[src/rtl/alu_seq_div_if.sv]
// Handshake and operand/result bundle for the iterative unsigned divider.
// The requester drives start and operands; the divider returns status and results.
interface alu_seq_div_if #(
  parameter int WORD_WIDTH = 32
);
  logic                  start;
  logic [WORD_WIDTH-1:0] dividend;
  logic [WORD_WIDTH-1:0] divisor;
  logic                  busy;
  logic                  done;
  logic [WORD_WIDTH-1:0] quotient;
  logic [WORD_WIDTH-1:0] remainder;
  logic                  dbz;
  logic                  z;

  modport master (
    output start, dividend, divisor,
    input  busy, done, quotient, remainder, dbz, z
  );

  modport slave (
    input  start, dividend, divisor,
    output busy, done, quotient, remainder, dbz, z
  );
endinterface

[src/rtl/alu_seq_div.sv]
// Iterative restoring unsigned divider: one shift-subtract step per cycle through a
// single subtractor, start/busy/done handshake, results held until the next division.
module alu_seq_div #(
  parameter int WORD_WIDTH = 32
) (
  input  logic          clk,
  input  logic          nrst,
  alu_seq_div_if.slave  bus
);

  localparam int CW = $clog2(WORD_WIDTH + 1);

  localparam logic [1:0] ST_IDLE = 2'd0;
  localparam logic [1:0] ST_CALC = 2'd1;
  localparam logic [1:0] ST_DONE = 2'd2;

  logic [1:0]            state_q, state_d;
  logic [CW-1:0]         cnt_q, cnt_d;
  logic [WORD_WIDTH-1:0] dvd_q, dvd_d;   // dividend bits out at the top, quotient bits in at the bottom
  logic [WORD_WIDTH-1:0] dvs_q, dvs_d;
  logic [WORD_WIDTH-1:0] rem_q, rem_d;
  logic                  zpend_q, zpend_d;
  logic                  busy_q, busy_d;
  logic                  done_q, done_d;
  logic [WORD_WIDTH-1:0] quo_q, quo_d;
  logic [WORD_WIDTH-1:0] rmd_q, rmd_d;
  logic                  dbz_q, dbz_d;

  logic [WORD_WIDTH:0]   r_shift;
  logic [WORD_WIDTH:0]   diff;
  logic                  q_bit;
  logic [WORD_WIDTH-1:0] step_rem;
  logic [WORD_WIDTH-1:0] step_quo;

  // The stored partial remainder never exceeds the divisor, so its top bit is
  // always zero and only the shifted value needs the extra bit.
  always_comb begin
    r_shift  = {rem_q, dvd_q[WORD_WIDTH-1]};
    diff     = r_shift - {1'b0, dvs_q};
    q_bit    = ~diff[WORD_WIDTH];
    step_rem = q_bit ? diff[WORD_WIDTH-1:0] : r_shift[WORD_WIDTH-1:0];
    step_quo = {dvd_q[WORD_WIDTH-2:0], q_bit};
  end

  // NOTE: every signal gets a hold/default value first so no path leaves one unassigned (no latches).
  always_comb begin
    state_d = state_q;
    cnt_d   = cnt_q;
    dvd_d   = dvd_q;
    dvs_d   = dvs_q;
    rem_d   = rem_q;
    zpend_d = 1'b0;
    busy_d  = busy_q;
    done_d  = 1'b0;
    quo_d   = quo_q;
    rmd_d   = rmd_q;
    dbz_d   = dbz_q;

    // A divide-by-zero accepted last edge publishes its result one edge later.
    if (zpend_q) begin
      quo_d  = '1;
      rmd_d  = dvd_q;
      dbz_d  = 1'b1;
      done_d = 1'b1;
    end

    case (state_q)
      ST_CALC: begin
        cnt_d = cnt_q - CW'(1);
        dvd_d = step_quo;
        rem_d = step_rem;
        if (cnt_q == CW'(1)) begin
          state_d = ST_DONE;
          busy_d  = 1'b0;
          done_d  = 1'b1;
          quo_d   = step_quo;
          rmd_d   = step_rem;
        end
      end
      default: begin
        if (bus.start) begin
          if (bus.divisor != '0) begin
            state_d = ST_CALC;
            busy_d  = 1'b1;
            cnt_d   = CW'(WORD_WIDTH);
            dvd_d   = bus.dividend;
            dvs_d   = bus.divisor;
            rem_d   = '0;
            if (!zpend_q) dbz_d = 1'b0;
          end else begin
            state_d = ST_DONE;
            zpend_d = 1'b1;
            dvd_d   = bus.dividend;
            dvs_d   = '0;
          end
        end
      end
    endcase
  end

  // NOTE: reset is synchronous and clears every register, datapath included.
  // NOTE: state registers use non-blocking assignments so all flops update together.
  always_ff @(posedge clk) begin
    if (!nrst) begin
      state_q <= ST_IDLE;
      cnt_q   <= '0;
      dvd_q   <= '0;
      dvs_q   <= '0;
      rem_q   <= '0;
      zpend_q <= 1'b0;
      busy_q  <= 1'b0;
      done_q  <= 1'b0;
      quo_q   <= '0;
      rmd_q   <= '0;
      dbz_q   <= 1'b0;
    end else begin
      state_q <= state_d;
      cnt_q   <= cnt_d;
      dvd_q   <= dvd_d;
      dvs_q   <= dvs_d;
      rem_q   <= rem_d;
      zpend_q <= zpend_d;
      busy_q  <= busy_d;
      done_q  <= done_d;
      quo_q   <= quo_d;
      rmd_q   <= rmd_d;
      dbz_q   <= dbz_d;
    end
  end

  assign bus.busy      = busy_q;
  assign bus.done      = done_q;
  assign bus.quotient  = quo_q;
  assign bus.remainder = rmd_q;
  assign bus.dbz       = dbz_q;
  assign bus.z         = (quo_q == '0);

endmodule
[src/flat_wrapper.sv]
// flat-port wrapper written by rule: the top's interface ports become plain ports
module alu_seq_div_flat 
#(
  parameter int WORD_WIDTH = 32
)
  (clk, nrst, bus_start, bus_dividend, bus_divisor, bus_busy, bus_done, bus_quotient, bus_remainder, bus_dbz, bus_z);
  alu_seq_div_if #(.WORD_WIDTH(WORD_WIDTH)) bus_i ();
  input  logic clk;
  input  logic nrst;
  input wire logic [$bits(bus_i.start)-1:0] bus_start;
  input wire logic [$bits(bus_i.dividend)-1:0] bus_dividend;
  input wire logic [$bits(bus_i.divisor)-1:0] bus_divisor;
  output wire logic [$bits(bus_i.busy)-1:0] bus_busy;
  output wire logic [$bits(bus_i.done)-1:0] bus_done;
  output wire logic [$bits(bus_i.quotient)-1:0] bus_quotient;
  output wire logic [$bits(bus_i.remainder)-1:0] bus_remainder;
  output wire logic [$bits(bus_i.dbz)-1:0] bus_dbz;
  output wire logic [$bits(bus_i.z)-1:0] bus_z;
  assign bus_i.start = bus_start;
  assign bus_i.dividend = bus_dividend;
  assign bus_i.divisor = bus_divisor;
  assign bus_busy = bus_i.busy;
  assign bus_done = bus_i.done;
  assign bus_quotient = bus_i.quotient;
  assign bus_remainder = bus_i.remainder;
  assign bus_dbz = bus_i.dbz;
  assign bus_z = bus_i.z;
  alu_seq_div #(.WORD_WIDTH(WORD_WIDTH)) u_core (.clk(clk), .nrst(nrst), .bus(bus_i));
endmodule
[config.mk]
export PLATFORM = sky130hd
export DESIGN_NAME = alu_seq_div_flat
export DESIGN_NICKNAME = d
export VERILOG_FILES = /design/src/rtl/alu_seq_div_if.sv /design/src/rtl/alu_seq_div.sv /design/src/flat_wrapper.sv
export SDC_FILE = /design/constraint.sdc
export NUM_CORES = 1
export LEC_CHECK = 0
export CAP_MARGIN = 10
export CORE_MARGIN = 10
export CORE_UTILIZATION = 48
export CTS_BUF_LIST = sky130_fd_sc_hd__clkbuf_4 sky130_fd_sc_hd__clkbuf_8
export DETAILED_ROUTE_END_ITERATION = 10
export HOLD_SLACK_MARGIN = 0.05
export PLACE_DENSITY = 0.72
export SLEW_MARGIN = 20
export SYNTH_ARGS = -nofsm -noshare
export SYNTH_HDL_FRONTEND = slang
export SYNTH_SLANG_ARGS = --single-unit
[constraint.sdc]
create_clock -name clk -period 4.1 [get_ports clk]
set_input_delay 0.41 -clock clk [delete_from_list [all_inputs] [get_ports clk]]
set_output_delay 0.41 -clock clk [all_outputs]
set_load 0.005 [all_outputs]
=== Word level (Yosys, flattened, before mapping) ===
Cells that the tools add are included.

* Flip-flop bits (word level): 172
* Word-level logic and storage cells: 62
* Output and inout bits: 68
* Input bits: 67

* Equality and inequality tests: 3
* Add/sub/neg operators: 2
* Reductions and logical operators: 9
* Mux-type cells: 33
* Bitwise operators: 4

{| class="wikitable"
|+ Operators by type and width
! operator !! count
|-
| $mux 32 || 13
|-
| $sub 33x32->33 || 1
|-
| $logic_not 32->1 || 1
|-
| $reduce_bool 32->1 || 1
|-
| $mux 6 || 3
|-
| $mux 1 || 13
|-
| $mux 2 || 4
|-
| $eq 6x1->1 const B || 1
|-
| $reduce_and 2->1 || 3
|-
| $sub 6x1->6 const B || 1
|-
| $not 1->1 || 4
|-
| $reduce_bool 2->1 || 2
|-
| $reduce_and 3->1 || 1
|-
| $reduce_or 3->1 || 1
|-
| $eq 2x1->1 const B || 1
|-
| $ne 2x1->1 const B || 1
|}

=== Longest topological paths before layout ===
Gate-level depths: netlist of run 1.

* Depth in word-level cells: 5
* Gate-level depth with buffers: 15
* Depth with buffers taken out: 13

=== Worst setup path after synthesis of run 1 ===
No wires, ideal clock.

* Path kind: register to register
* From: register u_core.dvd_q[31]
* To: register u_core.rmd_q[29] (netlist: u_core.bus.remainder[29])
* Data required time: 3.967 ns
* Library setup time: 0.133 ns
* Stages on the path, launching flop included: 16
* Buffers on the path: 2
* Period minus slack after synthesis: 3.093 ns
* Path slack: 1.007 ns
* Arrival: 2.961 ns
* Path through: dfxtp_1 > inv_1 > ha_1 > inv_1 > fa_1 > a211oi_1 > o211ai_2 > a31oi_1 > or3_1 > and4_4 > o221ai_2 > xor2_2 > buf_6 > buf_4 > mux2i_1 > a21oi_1

* Longest elaborated chain between the ends: 4

{| class="wikitable"
|+ Ends and longest elaborated chain
! what !! RTL line !! text
|-
| from (decl) || alu_seq_div.sv:19 || <nowiki>logic [WORD_WIDTH-1:0] dvd_q, dvd_d;</nowiki>
|-
| from (signal assigned) || alu_seq_div.sv:119 || <nowiki>dvd_q <= dvd_d;</nowiki>
|-
| $sub 33x32->33 || alu_seq_div.sv:39 || <nowiki>diff = r_shift - {1'b0, dvs_q};</nowiki>
|-
| $mux 32 || alu_seq_div.sv:41 || <nowiki>step_rem = q_bit ? diff[WORD_WIDTH-1:0] : r_shift[WORD_WIDTH-1:0];</nowiki>
|-
| $mux 32 || alu_seq_div.sv:72 || <nowiki>if (cnt_q == CW'(1)) begin</nowiki>
|-
| $mux 32 || alu_seq_div.sv:67 || <nowiki>case (state_q)</nowiki>
|-
| to (signal assigned) || alu_seq_div.sv:126 || <nowiki>rmd_q <= rmd_d;</nowiki>
|-
| to (decl) || alu_seq_div.sv:26 || <nowiki>logic [WORD_WIDTH-1:0] rmd_q, rmd_d;</nowiki>
|}

No other way between the ends.
A chain may end at the register's enable or synchronous reset.

=== Final worst setup path of run 1 ===
* From: register u_core.dvd_q[31]
* To: register u_core.rem_q[21]

* Longest elaborated chain between the ends: 3

{| class="wikitable"
|+ Ends and longest elaborated chain
! what !! RTL line !! text
|-
| $sub 33x32->33 || alu_seq_div.sv:39 ||
|-
| $mux 32 || alu_seq_div.sv:41 ||
|-
| $mux 32 || alu_seq_div.sv:67 ||
|-
| to (signal assigned) || alu_seq_div.sv:121 || <nowiki>rem_q <= rem_d;</nowiki>
|-
| to (decl) || alu_seq_div.sv:21 || <nowiki>logic [WORD_WIDTH-1:0] rem_q, rem_d;</nowiki>
|}

No other way between the ends.

==> impl_metrics.ini, run 1 <==
[outcome]
status = complete, no violations

[pwr]
ir_drop_mv = 0.5511
cellLeakagePower_nw = 4.181
power.density_nw_per_um2 = 805.4

[run]
drv_cap = 0

[critical_path]
crit_type = reg2reg
slowest_delay_ps = 480
crit_chain = inv_1 -> ha_1 -> inv_1 -> fa_1 -> a211oi_1 -> o211ai_2 -> a31oi_1 -> or3_1 -> and4_4 -> o221ai_2 -> xor2_4 -> buf_4 -> mux2_2 -> o21ai_0
cp.arrival_ps = 4110
cpMaxStageDelayCell = fa_1
cpMostUsedCell = inv_1
endpoint_kind = flop
crit_fanout = 11
cp-start-kind = flop
cp.required_ps = 4480

[floorplanning]
num_rows = 49
die_area_sq_um = 24440
fp.dieH_um = 156.3
ios = 135
die_w_um = 156.3
design.core.area_sq_um = 18150
initial_core_util = 0.4917

[yosys]
yosysUniqueCellTypes = 60
ys_seq_area_frac = 0.3859
synth.net_count = 1195
syn_inst = 1093
synth_edf_count = 0
synth_warnings = 0
ys_async_sr_fraction = 0
synth_area_sq_um = 8922
synthFlopType = dfxtp_1
ys_ff_latch = 172
avgSynthCellArea_sq_um = 8.163

[sta]
skew_ps = 16.36
rsz0062_at_grt = no
slew_headroom = 0.4100
hold_viol = 0
max_slew.worst_pin.slew_ps = 885.0
timing.final.crit_share = 0.9112
drv_slew = 0
whs_ps = 353.3
finalCriticalPeriod_ps = 3736
setup_viol = 0
max_freq_ghz = 0.2677
setup_ws_ps = 364.2
tns_ps = 0

[detailed_routing]
wl_per_cell_um = 18.09
drc = 0
via_per_inst = 5.692
routed_wl_um = 25700
dr.pass1.iters = 5
drtIter0Drc = 559
num_vias = 8089
postRouteAntennaNets = 0

[clocking]
htreeDepth = 4
cts.sinks = 172
cts_tree = built
numCtsBuffers = 17
cts.hold.buffers_added = 0
clkSlewWorstSetupHoldPaths_ps = 90
insertion_delay_ps = 470
cts_buffer_depth = 2
clockRootBuffer = clkbuf_8
cts_resized = 0
cts_setup_buffers = 0

[final_layout]
post_route_cells_drive_above_1_share = 0.06376
antenna_cells = 0
area_delta_synth_final_pct = 20.49
final_cells = 1421
fin_nets = 1281

[place]
port_buffers = 134
gp_congestion = 0.9448
dp_hpwl_um = 19170
dp_cells = 1389
preCtsSetupSlack_ps = 419.1

[hold_path]
hold_class = in2reg

[global_route]
antenna_found_initial = 0
grt_pass1_wl_um = 41200
grt_usage = 0.2062
grt_pass1_vias = 7657
overflow = 0
grt_max_degree = 97
==> per-stage QoR <==
stage,area (sq um),total power [mW],util
6_report,10750,8.658,0.5924
5_1_grt,10750,9.253,0.5924
4_1_cts,10750,8.603,0.5924
3_5_place_dp,10350,7.383,0.5706
3_3_place_gp,10350,7.366,0.5705
2_1_floorplan,8922,6.251,-
==> metal layers <==
| layer | routed length [um] | vias to the layer above | share of wire | global-route usage |
|---|---|---|---|---|
| met4 | 366 | 0 | 0.014 | 0.05169 |
| met3 | 1825 | 31 | 0.071 | 0.04688 |
| li1 | - | 4049 | - | - |
| met5 | 0 | - | 0 | 0 |
| met2 | 10590 | 276 | 0.41 | 0.2956 |
| met1 | 12910 | 3733 | 0.50 | 0.3029 |
==> worst max-delay path: cells and delay by family (launching register included) <==
kind / cells / cell delay [ps]
DFF: 1 / 330
AOI/OAI and AO/OA: 5 / 1080
buffers and inverters: 3 / 470
and+or+nand+nor: 2 / 410
adders and majority gates: 2 / 670
xor gates and xnor gates: 1 / 330
muxes: 1 / 370
==> worst paths after layout <==
| check | start | to | slack, ps | cells after the start |
|---|---|---|---|---|
| worst min-delay path | bus_start | u_core.state_q[1] | 350 | 3 |
| worst max register to register | u_core.dvd_q[31] | u_core.rem_q[21] | 360 | 14 |
| worst max-delay path | u_core.dvd_q[31] | u_core.rem_q[21] | 360 | 14 |
| worst min register to register | u_core.dvs_q[7] | u_core.dvs_q[7] | 460 | 2 |
==> cell usage after synthesis, drive strengths merged (3+ instances only) <==
master,count,share of area
and3,5,0.0035
a31oi,3,0.0021
nor4,17,0.012
mux2,17,0.021
inv,44,0.019
o21ai,66,0.037
and2,4,0.0028
nor2,95,0.040
clkbuf,68,0.029
a311oi,3,0.0029
xnor2,14,0.014
nor3,72,0.040
a211oi,68,0.057
buf,12,0.011
dfxtp,172,0.39
xor2,12,0.013
a21oi,86,0.048
nand2b,5,0.0035
a32o,3,0.0034
nand3,9,0.0050
ha,34,0.048
nand2,129,0.054
o21a,8,0.0067
nor2b,21,0.015
o211ai,9,0.0081
a211o,4,0.0039
mux2i,63,0.071
nand4,11,0.0077
or3,5,0.0035
a21o,8,0.0067
==> cells in the final DEF (no fill, tap or decap), types with 5 or more instances in the layout <==
master	instances
and3_1	5
xor2_1	11
clkdlybuf4s50_1	133
o21a_1	8
xnor2_1	14
a21o_1	8
clkbuf_8	17
nand2_1	128
nand3_1	9
nor4_1	17
inv_6	5
o211ai_1	8
buf_4	10
dfxtp_1	171
ha_1	34
inv_1	44
o21ai_0	65
mux2i_1	63
or3_1	5
a211oi_1	68
nor2_1	95
nand4_1	11
a21oi_1	86
nor3_1	72
mux2_2	17
nor2b_1	21
==> where the power goes <==
| group | switching [mW] | leakage (nW) | internal (mW) |
|---|---|---|---|
| registers | 0.223 | 1.40 | 1.87 |
| logic | 3.11 | 2.58 | 2.25 |
| clock network | 0.699 | 0.195 | 0.512 |
==> sequential cells by signal (all words and copies together), names as in the netlist <==
name	flops
u_core.bus.remainder	32
u_core.rem_q	32
u_core.cnt_q	6
u_core.dvs_q	32
u_core.zpend_q	1
u_core.bus.dbz	1
u_core.dvd_q	32
u_core.bus.quotient	32
u_core.bus.busy	1
u_core.bus.done	1
u_core.state_q	2
==> logic make-up after synthesis <==
group | share of synthesized area
flip-flops | 0.3859
buffers and inverters | 0.05820
AND/OR/NAND/NOR | 0.1923
XOR/XNOR | 0.02636
adder cells (fa/ha/maj) | 0.04992
multiplexers | 0.09213
AO/OA/AOI/OAI | 0.1952
==> layout make-up <==
type | instances | area [sq um]
Clock buffer | 18 | 241.5
Clock inverter | 14 | 153.9
Fill cell | 1681 | 7397
Inverter | 45 | 170.2
Multi-Input combinational cell | 796 | 4982
Sequential cell | 172 | 3445
Tap cell | 229 | 286.5
Timing Repair Buffer | 147 | 1471
Note: power is estimated with default switching activity, not from simulation.
==> run 2, diff against run 1 <==
- HOLD_SLACK_MARGIN: 0.05 -> default
==> results of run 2 <==
The final DEF is identical to that of run 1; final timing and power are the same.
==> run 3, diff against run 2 <==
- RECOVER_POWER: default -> 100
==> run 3 against run 2 <==
Compared with the run above: via count increased by 0.49%; the run now ends with max-capacitance violations, max-slew violations left; critical endpoint unchanged; register-to-register slack barely moved; largest power group unchanged; setup slack got worse by 12 ps.
==> impl_metrics.ini, run 3 (synthesis gave the netlist of run 1 again) <==
[outcome]
status = finished, violations left
violations = max-capacitance violations, max-slew violations

[sta]
skew_ps = 17.14
slew_headroom = -0.7634
rsz0062_at_grt = no
max_slew.worst_pin.slew_ps = 2645
hold_viol = 0
tns_ps = 0
timing.final.crit_share = 0.9140
drv_slew = 177
finalCriticalPeriod_ps = 3747
max_freq_ghz = 0.2669
setup_viol = 0

[final_layout]
most-common-layout-cells = 171 x dfxtp_1, 128 x nand2_1, 95 x nor2_1
fin_nets = 1281
multi_input_area_sq_um = 4979
post_route_cells_drive_above_1_share = 0.05872
final_cells = 1421
antenna_cells = 0
area_delta_synth_final_pct = 20.15
fillCellCount = 1684
seq_area_sq_um = 3445
final_common_cell = dfxtp_1

[pwr]
p_switching_mw = 4.016
pwr-share-clk = 0.141
cellLeakagePower_nw = 4.390
sequentialPowerShare = 0.243
sw_frac_of_total = 0.4665
power.density_nw_per_um2 = 802.9
total_power_mw = 8.607
combPwrFrac = 0.616
ir_drop_mv = 0.5479
p_int_mw = 4.592

[clocking]
cts_tree = built
cts_buffer_depth = 2
insertion_delay_ps = 470
numCtsBuffers = 17
cts_resized = 0
cts_setup_buffers = 0
clkSlewWorstSetupHoldPaths_ps = 90
cts.sinks = 172
htreeDepth = 4
cts.hold.buffers_added = 0
clockRootBuffer = clkbuf_8

[floorplanning]
ios = 135
num_rows = 49
fp.dieH_um = 156.3
die_area_sq_um = 24440
design.core.area_sq_um = 18150
die_w_um = 156.3
initial_core_util = 0.4917

[global_route]
grt_max_degree = 97
overflow = 0
grt_pass1_wl_um = 41200
grt_usage = 0.2062
grt_pass1_vias = 7657
antenna_found_initial = 0

[detailed_routing]
met2_length_um = 10550
wl_met1_um = 12880
drtIter0Drc = 589
num_vias = 8129
postRouteAntennaNets = 0
via_per_inst = 5.721
dr_wl_met3_um = 1910
drc = 0
wl_per_cell_um = 18.08
top_layer = met4
dr.pass1.iters = 6
routed_wl_um = 25690

[place]
dp_hpwl_um = 19170
dp_cells = 1389
gp_congestion = 0.9448
port_buffers = 134

[run]
drv_cap = 3

[critical_path]
endpoint_kind = flop
cp.arrival_ps = 4120
crit_fanout = 11
cp.required_ps = 4480
crit_type = reg2reg
cp-start-kind = flop

[hold_path]
hold_class = in2reg
==> run 3: cell count changes in the layout (fill, tap and decap cells not counted), moves of 3 or more <==
cell,delta
clkbuf_1,+3
buf_4,-3
dlygate4sd3_1,+70
clkdlybuf4s50_1,-70
==> run 3: per-layer routing <==
metal	GRT usage	up-vias
met5	0	-
met4	0.05169	0
met3	0.04688	29
met2	0.2956	277
met1	0.3029	3768
li1	-	4055
==> run 3: power by group through the flow <==
stage                     registers, mW  logic, mW  clock network [mW]
final                              2.09       5.31                1.21
after global routing               2.11       5.80                1.30
after CTS                          2.08       5.29                1.23
after detailed placement           2.12       5.26                   0
after global placement             2.12       5.25                   0
after floorplan                    2.03       4.22                   0
==> run 3: worst paths after layout <==
kind	end	slack, ps	start	depth (start not counted)
min	u_core.state_q[1]	360	bus_start	3
max	u_core.rem_q[21]	350	u_core.dvd_q[31]	14
max reg2reg	u_core.rem_q[21]	350	u_core.dvd_q[31]	14
min reg2reg	u_core.dvs_q[26]	460	u_core.dvs_q[26]	2
==> run 3: through the flow <==
step | setup WS, ps | util | hold slack [ps] | instance area (sq um)
floorplan | 1007 | - | 436.3 | 8922
global placement | 535.4 | 0.5705 | 443.4 | 10350
detailed placement | 419.1 | 0.5706 | 446.7 | 10350
CTS | 380.6 | 0.5924 | 332.8 | 10750
global route | 133.6 | 0.5907 | 366.3 | 10720
finish | 352.6 | 0.5907 | 363.8 | 10720
==> run 3: final cells by class <==
cell class,instances,area share
Timing Repair Buffer,147,0.1348
Clock buffer,18,0.02253
Inverter,45,0.01587
Tap cell,229,0.02673
Multi-Input combinational cell,796,0.4644
Sequential cell,172,0.3213
Clock inverter,14,0.01436
==> run 3: critical path, cell delays in order (launching register included) <==
cell	delay [ps]
dfxtp_1	330
inv_1	110
ha_1	190
inv_1	70
fa_1	480
a211oi_1	330
o211ai_2	120
a31oi_1	330
or3_1	180
and4_2	220
o221ai_2	170
xor2_4	330
buf_4	290
mux2_2	370
o21ai_0	140
